--- src/rtl/rr_mux_pkg.sv ---
// Shared constants for the 4-channel round-robin link (mux and demux sides).
package rr_mux_pkg;

    localparam int NUM_CH = 4;
    localparam int SEL_W  = 2;

    localparam logic [SEL_W-1:0] CH_A = 2'b00;
    localparam logic [SEL_W-1:0] CH_B = 2'b01;
    localparam logic [SEL_W-1:0] CH_C = 2'b10;
    localparam logic [SEL_W-1:0] CH_D = 2'b11;

    // Pointer at D after reset gives A top priority.
    localparam logic [SEL_W-1:0] LAST_RST = CH_D;

    function automatic logic [NUM_CH-1:0] onehot(input logic [SEL_W-1:0] idx);
        return NUM_CH'(1) << idx;
    endfunction

endpackage

--- src/rtl/rr_arbiter_4.sv ---
// Four-way round-robin arbiter: last-grant pointer plus rotating priority scan.
module rr_arbiter_4
    import rr_mux_pkg::*;
(
    input  logic              clk,
    input  logic              rst_n,
    input  logic [NUM_CH-1:0] req,
    input  logic              enable,
    output logic [NUM_CH-1:0] grant,
    output logic [SEL_W-1:0]  grant_idx
);

    logic [SEL_W-1:0] last_q;
    logic [SEL_W-1:0] last_d;
    logic [SEL_W-1:0] cand;
    logic             found;

    // Scan last+1 .. last+4 (mod 4); first requester wins.
    always_comb begin
        grant_idx = last_q;
        found     = 1'b0;
        cand      = last_q;
        if (enable) begin
            for (int i = 1; i <= NUM_CH; i++) begin
                cand = last_q + SEL_W'(i);
                if (!found && req[cand]) begin
                    found     = 1'b1;
                    grant_idx = cand;
                end
            end
        end
        grant  = found ? onehot(grant_idx) : '0;
        last_d = found ? grant_idx : last_q;
    end

    always_ff @(posedge clk or negedge rst_n) begin
        if (!rst_n) begin
            last_q <= LAST_RST;
        end else begin
            last_q <= last_d;
        end
    end

endmodule

--- src/rtl/rr_mux_4x1.sv ---
// Four-source round-robin mux with a single registered valid/ready output.
module rr_mux_4x1
    import rr_mux_pkg::*;
#(
    parameter int WIDTH = 1
) (
    input  logic              clk,
    input  logic              rst_n,
    input  logic [NUM_CH-1:0] req,
    input  logic [WIDTH-1:0]  data_a,
    input  logic [WIDTH-1:0]  data_b,
    input  logic [WIDTH-1:0]  data_c,
    input  logic [WIDTH-1:0]  data_d,
    output logic [NUM_CH-1:0] ack,
    output logic [WIDTH-1:0]  out_data,
    output logic [SEL_W-1:0]  out_sel,
    output logic              out_valid,
    input  logic              out_ready
);

    logic              load;
    logic              arb_en;
    logic [NUM_CH-1:0] grant;
    logic [SEL_W-1:0]  grant_idx;
    logic [WIDTH-1:0]  gnt_data;

    logic [WIDTH-1:0]  out_data_q, out_data_d;
    logic [SEL_W-1:0]  out_sel_q, out_sel_d;
    logic              out_valid_q, out_valid_d;

    assign load = !out_valid_q || out_ready;
    // Gating with rst_n keeps ack low for the whole reset window.
    assign arb_en = load && rst_n;

    rr_arbiter_4 u_arb (
        .clk       (clk),
        .rst_n     (rst_n),
        .req       (req),
        .enable    (arb_en),
        .grant     (grant),
        .grant_idx (grant_idx)
    );

    always_comb begin
        gnt_data = data_a;
        unique case (grant_idx)
            CH_A: gnt_data = data_a;
            CH_B: gnt_data = data_b;
            CH_C: gnt_data = data_c;
            CH_D: gnt_data = data_d;
        endcase
    end

    always_comb begin
        out_data_d  = out_data_q;
        out_sel_d   = out_sel_q;
        out_valid_d = out_valid_q;
        if (|grant) begin
            out_data_d  = gnt_data;
            out_sel_d   = grant_idx;
            out_valid_d = 1'b1;
        end else if (load) begin
            out_valid_d = 1'b0;
        end
    end

    always_ff @(posedge clk or negedge rst_n) begin
        if (!rst_n) begin
            out_data_q  <= '0;
            out_sel_q   <= CH_A;
            out_valid_q <= 1'b0;
        end else begin
            out_data_q  <= out_data_d;
            out_sel_q   <= out_sel_d;
            out_valid_q <= out_valid_d;
        end
    end

    assign ack       = grant;
    assign out_data  = out_data_q;
    assign out_sel   = out_sel_q;
    assign out_valid = out_valid_q;

endmodule
--- config.mk ---
export PLATFORM = sky130hd
export DESIGN_NAME = rr_mux_4x1
export DESIGN_NICKNAME = d
export VERILOG_FILES = /design/src/rtl/rr_mux_pkg.sv /design/src/rtl/rr_arbiter_4.sv /design/src/rtl/rr_mux_4x1.sv
export SDC_FILE = /design/constraint.sdc
export NUM_CORES = 1
export LEC_CHECK = 0
export ABC_AREA = 1
export CORE_MARGIN = 8
export CORE_UTILIZATION = 47
export DETAILED_ROUTE_END_ITERATION = 16
export PLACE_DENSITY = 0.78
export SLEW_MARGIN = 20
export SYNTH_ARGS = -nofsm -noshare
export SYNTH_HDL_FRONTEND = slang
export SYNTH_SLANG_ARGS = --single-unit
--- constraint.sdc ---
create_clock -name clk -period 3.3 [get_ports clk]
set_clock_uncertainty 0.2 [all_clocks]
set_input_delay 0.99 -clock clk [delete_from_list [all_inputs] [get_ports clk]]
set_output_delay 0.99 -clock clk [all_outputs]
set_load 0.01 [all_outputs]
Word level (Yosys, flattened, before mapping)
Index checks and enable logic that the tools add are counted.
{ "op_classes": {"addsub": 3, "order_cmp": 4, "eq_ne": 3, "shift": 1, "n_mux": 25, "n_reduce_logical": 12} }
{ "op_table": {"columns": ["operator", "n"], "rows": [
  ["2-to-1 mux 1 bit", 14],
  ["less-than comparator 2 x 3 -> 1 bit, second input constant", 4],
  ["2-to-1 mux 2 bit", 5],
  ["binary-select mux 1 bit (select 2 bit)", 4],
  ["adder 2 bit, second input constant", 2],
  ["== test 2 bit, second input constant", 2],
  ["logical AND 1 bit", 4],
  ["zero test 1 bit", 4],
  ["2-to-1 mux 4 bit", 1],
  ["case mux 1 bit (4 select lines)", 1],
  ["OR reduction 4 bit", 1],
  ["left shift 1 x 2 -> 4 bit, first input constant", 1],
  ["adder 2 x 1 -> 2 bit, second input constant", 1],
  ["== test 2 x 1 -> 1 bit, second input constant", 1],
  ["zero test 2 bit", 1],
  ["nonzero test 2 bit", 1],
  ["logical OR 1 bit", 1]
]} }
{ "word_totals": {"regBits": 6, "in_bits": 11, "out_inout_bits": 8, "wordCells": 52} }

Logic depth before layout (Yosys ltp)
{ "depth": {"depth_word": 21, "ltp_mapped": 18, "ltp_nobuf": 17} }

Hierarchy
From an unflattened synthesis, not the netlist that was laid out.
{ "unflattened": {"hier_cells": 118, "hier_area_um2": 729.4} }
{ "by_module_without_submodules": {"columns": ["module", "n_inst", "cells_each", "area_per_inst_um2"], "rows": [
  ["rr_arbiter_4", 1, 90, 501.7],
  ["rr_mux_4x1", 1, 28, 227.7]
]} }

Least setup slack after synthesis
No wires, ideal clock.
{ "synth_path": {"path_kind": "input -> output", "start": "input port req[2]", "end": "output port ack[2]", "t_arrival_ns": 1.964, "path_slack_ns": 0.146, "path_stages": 13, "cell_sequence": "nand2_1 nand2_2 nand2_2 nand2_4 inv_4 nand3_4 inv_2 nand2_1 nand2_2 nand2_4 nand2_4 nand2_1 nor2_1"} }
{ "synth_between": {"elab_chain_cells": 18, "word_cells_on_any_way": 29} }
{ "synth_rtl": {"columns": ["element", "line", "text"], "rows": [
  ["start: declaration", "rr_mux_4x1.sv:9", "input logic [NUM_CH-1:0] req,"],
  ["binary-select mux 1 bit (select 2 bit)", "rr_arbiter_4.sv:26", "if (!found && req[cand]) begin"],
  ["2-to-1 mux 1 bit (implied by the code)", "rr_arbiter_4.sv:26", null],
  ["2-to-1 mux 1 bit", "rr_arbiter_4.sv:26", null],
  ["2-to-1 mux 1 bit", "rr_arbiter_4.sv:23", "if (enable) begin"],
  ["zero test 1 bit", "rr_arbiter_4.sv:26", null],
  ["logical AND 1 bit", "rr_arbiter_4.sv:26", null],
  ["2-to-1 mux 1 bit", "rr_arbiter_4.sv:26", null],
  ["2-to-1 mux 1 bit", "rr_arbiter_4.sv:23", null],
  ["[... 2 more ...]", null, null],
  ["2-to-1 mux 1 bit", "rr_arbiter_4.sv:26", null],
  ["2-to-1 mux 1 bit", "rr_arbiter_4.sv:23", null],
  ["zero test 1 bit", "rr_arbiter_4.sv:26", null],
  ["logical AND 1 bit", "rr_arbiter_4.sv:26", null],
  ["2-to-1 mux 2 bit", "rr_arbiter_4.sv:26", null],
  ["2-to-1 mux 2 bit", "rr_arbiter_4.sv:23", null],
  ["left shift 1 x 2 -> 4 bit", "rr_mux_pkg.sv:16", "return NUM_CH'(1) << idx;"],
  ["2-to-1 mux 4 bit *", "rr_arbiter_4.sv:32", "grant = found ? onehot(grant_idx) : '0;"],
  ["end: declaration", "rr_mux_4x1.sv:14", "output logic [NUM_CH-1:0] ack,"]
]} }
Mark *: on every way between the ends. The rest lies on a longest branch, timed or not. The select of a mux whose other input is x is not followed.

Worst setup path in the final report
{ "layout_path": {"start": "input port req[2]", "end": "output port ack[3]"} }
The elaborated chain is that of the path after synthesis.

==> flow_summary.json <==
{
  "ir_drop_uv": 711.0,
  "area_growth_pct": 77.82,
  "p_leak_nw": 0.7246,
  "synth-seq-area-share_pct": 21.48,
  "fin_crit_ns": 3.396,
  "synthFlopType": "dfrtp_1",
  "overflow": 0,
  "yosys.cell_count.top_type": "nand2_1",
  "power_density_nw_per_um2": 1058,
  "synth_cells": 119,
  "cts_hold_buffers": 0,
  "ant_nets": 0,
  "port_buffers": 18,
  "pwr-share-comb_pct": 84.3,
  "maxCapViolCount": 0,
  "crit_top_cell": "nand2_1",
  "die_x_microns": 54.89,
  "async_flop_share_pct": 100.0,
  "clock_sink_count": 6,
  "antenna_found_initial": 0,
  "place_congestion": 0.9063,
  "failed_checks": "setup timing",
  "clk_latency_ns": 0.24,
  "wl_per_cell_microns": 14.71,
  "arrival_ns": 2.21,
  "io_pins": 19,
  "synth.area.top_cells": "nand2_1, dfrtp_1, dfstp_2, nand2_2, nand2_4",
  "fin_area_sq_um": 1264,
  "cts_buffer_depth": 2,
  "die_y_microns": 54.89,
  "hold_viol": 0,
  "first_iter_violations": 38,
  "rows": 14,
  "ys_types": 21,
  "dpl.hpwl_microns": 1787,
  "critPathMaxStageDelay_ns": 0.15,
  "grt_max_degree": 9,
  "setup-tns-final_ns": -0.3274,
  "status": "finished, violations left",
  "dieArea_sq_um": 3012,
  "vias": 975,
  "ys_top_cells_by_count": "nand2_1, inv_1, nand2_2, nand3_1",
  "yosysTopAreaCellShare_pct": 29.58,
  "clk_pin_slew_ns": 0.04,
  "drc": 0,
  "worstPathRequired_ns": 2.11,
  "path_delay_family": "simple AND/OR/NAND/NOR gates",
  "h-tree-depth": 1,
  "hold_path.class": "reg -> reg",
  "synth_edf_count": 0,
  "core-area_sq_um": 1454,
  "syn_area_per_cell_sq_um": 5.972,
  "grt_util_all_layers_pct": 18.73,
  "dp.cells": 174,
  "first_pass_iters": 4,
  "path_buf_inv": 3,
  "fin_ws_ns": -0.09554,
  "setup_viol_count_final": 4,
  "endpoint_kind": "output pin",
  "p_clk_share_pct": 4.9,
  "path_max_fanout": 5,
  "yosys_warnings": 0,
  "num_antenna_cells": 0,
  "power_switching_share_pct": 50.30,
  "initial_utilization_pct": 48.88,
  "yosysTopAreaCell": "nand2_1",
  "synth_nets": 130,
  "place_area_sq_um": 1065,
  "post-route-period-util_pct": 102.9,
  "synth_seq_cells": 6,
  "nets": 184,
  "drt-total-wl_microns": 2751,
  "max_slew.worst_pin.slew_ns": 0.2694,
  "slowest_stage": "nand2_2",
  "p_int_uw": 664.2,
  "clk_root_buffer_cell": "clkbuf_4",
  "cp-start-kind": "primary input",
  "final.fill_count": 76,
  "crit_type": "in -> out",
  "cp_cell_sequence": "buf_8 -> nand2_1 -> nand2_1 -> nand2_1 -> nand2_1 -> nor2_2 -> nand4_1 -> nand2_2 -> inv_2 -> nand2_4 -> nor2_1 -> buf_2",
  "p_seq_share_pct": 10.7,
  "rsz0062_at_grt": "yes",
  "p_sw_uw": 672.2,
  "fin_cells": 187,
  "cts_tree": "built",
  "slew_headroom_pct": 82.04,
  "grt_pass1_vias": 1002,
  "avgViaCountPerCell": 5.214,
  "numCtsBuffers": 3,
  "fmax_ghz": 0.2945,
  "drive_above_1_share_pct": 52.63,
  "grt_pass1_wl_microns": 4181,
  "syn_area_sq_um": 710.7,
  "drv_slew": 0
}
## worst register-to-register path, delay by kind of cell (launching register included)
| kind | cells | cell delay (ns) |
|---|---|---|
| buffers and inverters | 5 | 0.47 |
| flip-flops | 1 | 0.56 |
| AND/OR/NAND/NOR | 13 | 0.96 |
## logic make-up after synthesis
family,Yosys count,share of synthesized area [%]
and+or+nand+nor,89,62.68
buffers and inverters,17,10.92
AOI/OAI and AO/OA,7,4.929
DFF,6,21.48
## area by class of cell
type	count	area, sq um	share of cell area [%]
well taps	16	20.02	1.584
inverters	15	58.81	4.653
multi-input cells	96	584.3	46.24
clock buffers	3	22.52	1.782
repair buffers	51	425.4	33.66
flip-flops and latches	6	152.6	12.08
## stage by stage
step	hold WS [ns]	setup WS (ns)	power, mW	utilization (%)
after floorplan	0.3156	0.1464	0.6765	-
after global placement	0.2726	-0.9003	0.9979	73.24
after detailed placement	0.2814	-0.9481	1.032	73.24
after CTS	0.2951	-0.1149	1.223	81.41
after global routing	0.3420	-0.1680	1.442	86.92
final	0.2887	-0.09554	1.336	86.92
## registers in the layout (all words and copies together), names as in the netlist
register,flops
out_valid,1
out_sel,2
u_arb.last_q,2
out_data,1
## cell usage in the layout, fill, tap and decap left out
cell type / instances
o21ai_1: 1
nor3_2: 1
nand2_1: 42
buf_6: 2
buf_4: 32
o21ai_0: 1
nor2_1: 2
o21ai_2: 2
dlygate4sd2_1: 2
dfstp_2: 2
inv_4: 1
nand3_4: 1
dfrtp_1: 4
nand2_4: 13
inv_2: 5
nor2_2: 2
inv_1: 9
nand3_2: 5
buf_2: 4
a21oi_2: 1
nand3_1: 6
buf_8: 3
clkdlybuf4s50_1: 8
clkbuf_4: 3
nand2_2: 13
nand4_1: 3
or2_1: 1
a21oi_1: 2
## timing repair
action	in CTS	in global routing
setup buffers	7	3
pin swaps	15	15
resized for setup	60	14
setup endpoints to repair	4	4
## worst paths after layout
path                                  from  cells past startpoint  slack, ns         endpoint
max                                 req[2]                     12       -0.1           ack[3]
min                             out_sel[0]                      2       0.29       out_sel[0]
max reg2reg                u_arb.last_q[0]                     18       1.02         out_data
min reg2reg                     out_sel[0]                      2       0.29       out_sel[0]
max in group asynchronous            rst_n                      2       2.08  u_arb.last_q[0]
min in group asynchronous            rst_n                      2       0.61       out_sel[1]
## power groups by stage
stage                     combinational (mW)  sequential, mW  clock (mW)
final                                   1.13           0.143      0.0660
after global routing                    1.22           0.149      0.0724
after CTS                               1.01           0.143      0.0686
after detailed placement               0.889           0.144           0
after global placement                 0.856           0.142           0
after floorplan                        0.525           0.151           0
## layer usage
| layer | GRT usage [%] | routed length, microns |
|---|---|---|
| met3 | 3.804 | 190 |
| met2 | 33.96 | 1435 |
| met4 | 10.25 | 95 |
| met1 | 19.50 | 1030 |
| met5 | 0 | 0 |
Power figures use the tool's default switching activity.
